`src/rtl/riscv_pkg.sv`:
```
// Shared definitions for the fetch unit and the controller.
// Covers fetch FSM states, the reset NOP, and instruction field positions.
package riscv_pkg;

  typedef enum logic [2:0] {
    IDLE  = 3'd0,
    REQ   = 3'd1,
    WAIT  = 3'd2,
    HOLD  = 3'd3,
    FAULT = 3'd4
  } fetch_state_t;

  localparam logic [31:0] NOP_INSTR = 32'h0000_0013;

  localparam int OP_LSB   = 0;
  localparam int OP_MSB   = 6;
  localparam int F3_LSB   = 12;
  localparam int F3_MSB   = 14;
  localparam int F7_5_BIT = 30;

  localparam logic [6:0] OP_LUI    = 7'b0110111;
  localparam logic [6:0] OP_AUIPC  = 7'b0010111;
  localparam logic [6:0] OP_JAL    = 7'b1101111;
  localparam logic [6:0] OP_JALR   = 7'b1100111;
  localparam logic [6:0] OP_BRANCH = 7'b1100011;
  localparam logic [6:0] OP_LOAD   = 7'b0000011;
  localparam logic [6:0] OP_STORE  = 7'b0100011;
  localparam logic [6:0] OP_IMM    = 7'b0010011;
  localparam logic [6:0] OP_REG    = 7'b0110011;

endpackage

```
`src/rtl/instr_fetch.sv`:
```
// Instruction fetch: owns the PC, fetches over a valid/ready bus,
// and holds each instruction until execute retires it.
module instr_fetch
  import riscv_pkg::*;
#(
  parameter logic [31:0] RESET_PC = 32'h0000_0000
) (
  input  logic        clk_i,
  input  logic        rst_i,
  output logic        imem_req_valid_o,
  input  logic        imem_req_ready_i,
  output logic [31:0] imem_req_addr_o,
  input  logic        imem_rsp_valid_i,
  input  logic [31:0] imem_rsp_data_i,
  input  logic        imem_rsp_err_i,
  output logic        instr_valid_o,
  input  logic        instr_ready_i,
  output logic [31:0] instr_o,
  output logic [6:0]  op_o,
  output logic [2:0]  funct3_o,
  output logic        funct7_5_o,
  output logic [31:0] pc_o,
  output logic [31:0] pc_plus4_o,
  input  logic        pc_src_i,
  input  logic [31:0] pc_target_i,
  output logic        fault_o,
  output logic [31:0] retire_count_o
);

  fetch_state_t state, state_nx;
  logic [31:0]  pc, pc_nx;
  logic [31:0]  instr, instr_nx;
  logic [31:0]  cnt, cnt_nx;
  logic [31:0]  pc_inc;
  logic         misalign;

  assign pc_inc   = pc + 32'd4;
  assign misalign = pc_src_i & (|pc_target_i[1:0]);

  always_ff @(posedge clk_i or posedge rst_i) begin
    if (rst_i) begin
      state <= IDLE;
      pc    <= RESET_PC;
      instr <= NOP_INSTR;
      cnt   <= '0;
    end else begin
      state <= state_nx;
      pc    <= pc_nx;
      instr <= instr_nx;
      cnt   <= cnt_nx;
    end
  end

  always_comb begin
    state_nx = state;
    pc_nx    = pc;
    instr_nx = instr;
    cnt_nx   = cnt;
    unique case (state)
      IDLE: state_nx = REQ;
      REQ: begin
        if (imem_req_ready_i) state_nx = WAIT;
      end
      WAIT: begin
        if (imem_rsp_valid_i) begin
          if (imem_rsp_err_i) begin
            state_nx = FAULT;
          end else begin
            instr_nx = imem_rsp_data_i;
            state_nx = HOLD;
          end
        end
      end
      HOLD: begin
        if (instr_ready_i) begin
          cnt_nx = cnt + 32'd1;
          // A misaligned redirect keeps the PC of the offending instruction
          if (misalign) begin
            state_nx = FAULT;
          end else begin
            pc_nx    = pc_src_i ? pc_target_i : pc_inc;
            state_nx = REQ;
          end
        end
      end
      FAULT: state_nx = FAULT;
      default: state_nx = IDLE;
    endcase
  end

  assign imem_req_valid_o = (state == REQ);
  assign imem_req_addr_o  = pc;
  assign instr_valid_o    = (state == HOLD);
  assign fault_o          = (state == FAULT);
  assign instr_o          = instr;
  assign op_o             = instr[OP_MSB:OP_LSB];
  assign funct3_o         = instr[F3_MSB:F3_LSB];
  assign funct7_5_o       = instr[F7_5_BIT];
  assign pc_o             = pc;
  assign pc_plus4_o       = pc_inc;
  assign retire_count_o   = cnt;

endmodule

```
`config.mk`:
```
export PLATFORM = sky130hd
export DESIGN_NAME = instr_fetch
export DESIGN_NICKNAME = d
export VERILOG_FILES = /design/src/rtl/riscv_pkg.sv /design/src/rtl/instr_fetch.sv
export SDC_FILE = /design/constraint.sdc
export NUM_CORES = 1
export LEC_CHECK = 0
export ABC_CLOCK_PERIOD_IN_PS = 4100
export BUFFER_PORTS_ARGS = -buffer_cell sky130_fd_sc_hd__clkbuf_2
export CORE_AREA = 8 8 147 121
export CTS_CLUSTER_DIAMETER = 50
export CTS_CLUSTER_SIZE = 14
export DETAILED_ROUTE_END_ITERATION = 16
export DIE_AREA = 0 0 155 129
export GPL_TIMING_DRIVEN = 1
export PLACE_DENSITY_LB_ADDON = 0.3
export REMOVE_ABC_BUFFERS = 1
export SLEW_MARGIN = 15
export SYNTH_ARGS = -nofsm -noshare
export SYNTH_HDL_FRONTEND = slang
export SYNTH_SLANG_ARGS = --single-unit
```
`constraint.sdc`:
```
create_clock -name clk_i -period 4.1 [get_ports clk_i]
set_input_delay 0.82 -clock clk_i [delete_from_list [all_inputs] [get_ports clk_i]]
set_output_delay 0.82 -clock clk_i [all_outputs]
set_load 0.01 [all_outputs]
```
==> qor.txt <==
Status: finished, final reports clean
Pwr dens: 625 nW/um^2
Slew Viols, Final: 0
EDFF count, synth: 0
Sequential power share: 38.8%
R2r endpoint: retire_count_o[17]
VDD IR max: 0.308 mV
Clk pwr share: 20.7%
Die span in x: 155 microns
CP Class: reg -> out
Post-Synthesis Cells: 532
Clock Sink Count: 99
Hold depth: 1
Post-CTS setup buffers: 0
First-pass GRT wire length: 26.1 mm
Area of the mapped netlist: 5410 sq um
P_sw: 0.00171 W
Design area: 6800 sq um
Drt via density: 4.96
Post-Place Cells: 923
CP Data Required Time: 3.28 ns
CP startpoint kind: flop
DIE HEIGHT: 129 microns
CP max FO: 7
Ys flop type: dfrtp_1
Sequential fraction of the synthesis area: 45.9%
Max Root-Sink Buffers: 2
Num ports: 245
Syn_area_per_cell: 10.2 sq um
Post-CTS sizing: 0
Synth cell count leaders: dfrtp_1 (96), buf_4 (45), xnor2_1 (44), nand2_1 (41), nor2_1 (31)
Initial drt markers: 271
CTS tree: yes
Area grow syn2layout: 25.8%
Final-report hold violation count: 0
Layout cell share with drive strength beyond 1: 42.5%
Max-cap violation count: 0
Global Route Usage Sum: 16.4%
Initial Util: 35.0%
Setup violators final: 0
Port bufs: 244
Asr flop ratio synth: 100%
Final cycle utilization of the critical path: 82.2%
Flops & latches, synth: 99
Placed Area: 6500 sq um
FF-to-FF setup slack: 1.66 ns
RSZ-0062 raised after global routing: false
Antenna-violating nets left: 0
Fin Setup TNS: 0 ns
Core Area: 15400 sq um
Final Power: 0.00425 W
Vias: 4656
Clk_skew: 0.00971 ns
Nets: 792
Post-synth cell types: 53
R2R cell count: 5
Detailed Place HPWL: 12.8 mm
Vias in the first global route: 4793
Peak Freq: 297 MHz
Initial antenna violation count: 0
DRC violation count after routing: 0
HP Class: reg -> reg
Top cell type by total area after synthesis: dfrtp_1
Top cell type's share of synthesized area: 44.4%
Avg WL per Cell: 17.6 microns
Die area: 20000 sq um
CP arrival: 2.55 ns
Largest net degree at the start of global routing: 74
Critical Path Sink Type: output port
Combinational fraction of design power: 40.5%
# H-tree levels: 3
Final core occ: 44.1%
Pin slew with the least headroom to its limit: 1.09 ns
CTS Hold Buffers Added: 0
GR Overflow Total: 0
CTS Buf Count: 9
Yosys warns: 0
Worst Hold End: retire_count_o[31]
Overall routed net length: 16.5 mm
R2R Path Start: state[0]
Most frequent cell after synthesis: dfrtp_1
Placer congestion estimate: 0.959
Pleak: 3.27 nW
Worst Min Path Start: retire_count_o[31]
# rows: 41
Post-layout minimum cycle time: 3.37 ns
CTS Root Cell: clkbuf_16
Area contributors post-synth: dfrtp_1 (44%), xnor2_1 (7.1%), buf_4 (6.2%)
Clock transition at path regs: 0.07 ns
Pint: 0.00254 W
Clock Latency Late Sink: 0.35 ns
Antenna cells: 0
Switching share of power: 40.2%
Worst slew margin: 27.3%
Fin cells: 939
DRT Pass-1 Iters: 5
logic make-up (layout without fill, tap and decap cells):
group	after synthesis	after routing	share of synthesized area, %
flops	99	99	45.9
buf+inv	80	272	8.84
fa+ha+maj	2	2	0.463
xor+xnor	59	59	9.55
mux	42	42	8.51
simple gates	180	180	18.1
compound gates	70	70	8.65
final cells by class:
class	instances	area (sq um)
Clock inverter	5	60.1
Inverter	6	25.0
Clock buffer	11	243
Fill cell	1515	8640
Timing Repair Buffer	250	1270
Tap cell	215	269
Multi-Input combinational cell	353	2460
Sequential cell	99	2480
worst max-delay path, cell delays in order (launching register included):
cell	delay, ns
dfrtp_1	0.47
ha_1	0.31
and4_1	0.34
nand3_1	0.34
nor3_1	0.41
xor2_1	0.17
clkbuf_2	0.15
how the worst max path moves through the flow:
stage          slack [ns]            endpoint                from  cells past startpoint
2_1_floorplan        0.69  imem_req_addr_o[0]               rst_i                      1
3_3_place_gp         1.26      pc_plus4_o[18]  imem_req_addr_o[2]                      6
3_5_place_dp         1.17      pc_plus4_o[18]  imem_req_addr_o[2]                      6
4_1_cts              0.77      pc_plus4_o[18]  imem_req_addr_o[2]                      6
5_1_grt              0.54      pc_plus4_o[18]  imem_req_addr_o[2]                      6
6_report             0.73      pc_plus4_o[18]  imem_req_addr_o[2]                      6
placed cells by master (no fill, tap or decap), types with 3 or more instances in the layout:
cell type | Yosys | layout
clkbuf_2 | 0 | 244
dfrtp_1 | 96 | 96
xnor2_1 | 44 | 44
nand2_1 | 41 | 41
nor2_1 | 31 | 31
mux2_2 | 29 | 29
nand3_1 | 28 | 28
nand4_1 | 16 | 16
a21oi_1 | 16 | 16
o21ai_0 | 15 | 15
xor2_1 | 15 | 15
and3_1 | 14 | 14
nor3_1 | 13 | 13
mux2i_1 | 10 | 10
clkbuf_16 | 0 | 9
and4_1 | 8 | 8
a221o_1 | 8 | 8
a22oi_1 | 8 | 8
buf_4 | 45 | 6
nor3_2 | 5 | 5
o21ai_1 | 5 | 5
inv_1 | 5 | 4
nand2b_1 | 4 | 4
a31oi_1 | 3 | 3
o211ai_1 | 3 | 3
mux2_1 | 3 | 3
or3_1 | 3 | 3
a22o_1 | 3 | 3
dfstp_2 | 3 | 3
state kept, by name, indices dropped and copies added, names as in the netlist:
register,flops
retire_count_o,32
imem_req_addr_o,32
state,3
instr_o,32
power by group through the flow:
| stage | registers, W | clock network, W | logic, W |
|---|---|---|---|
| after CTS | 0.00165 | 0.000909 | 0.00175 |
| after detailed placement | 0.00166 | 0 | 0.00175 |
| after global placement | 0.00163 | 0 | 0.00175 |
| after floorplan | 0.00180 | 0 | 0.000723 |
| final | 0.00165 | 0.000878 | 0.00172 |
| after global routing | 0.00172 | 0.000945 | 0.00188 |
routing by layer:
layer / track usage [%] / share of wire, %
met1: 20.8 / 42
met2: 26.3 / 50
met3: 4.62 / 6.6
met4: 5.81 / 1.7
met5: 0 / 0
per-stage QoR:
stage	hold WS (ns)	setup WS, ns
after CTS	0.475	0.768
after global placement	0.462	1.26
after detailed placement	0.466	1.17
final	0.470	0.732
after floorplan	0.507	0.695
after global routing	0.515	0.537
Note: power is estimated with default switching activity, not from simulation.
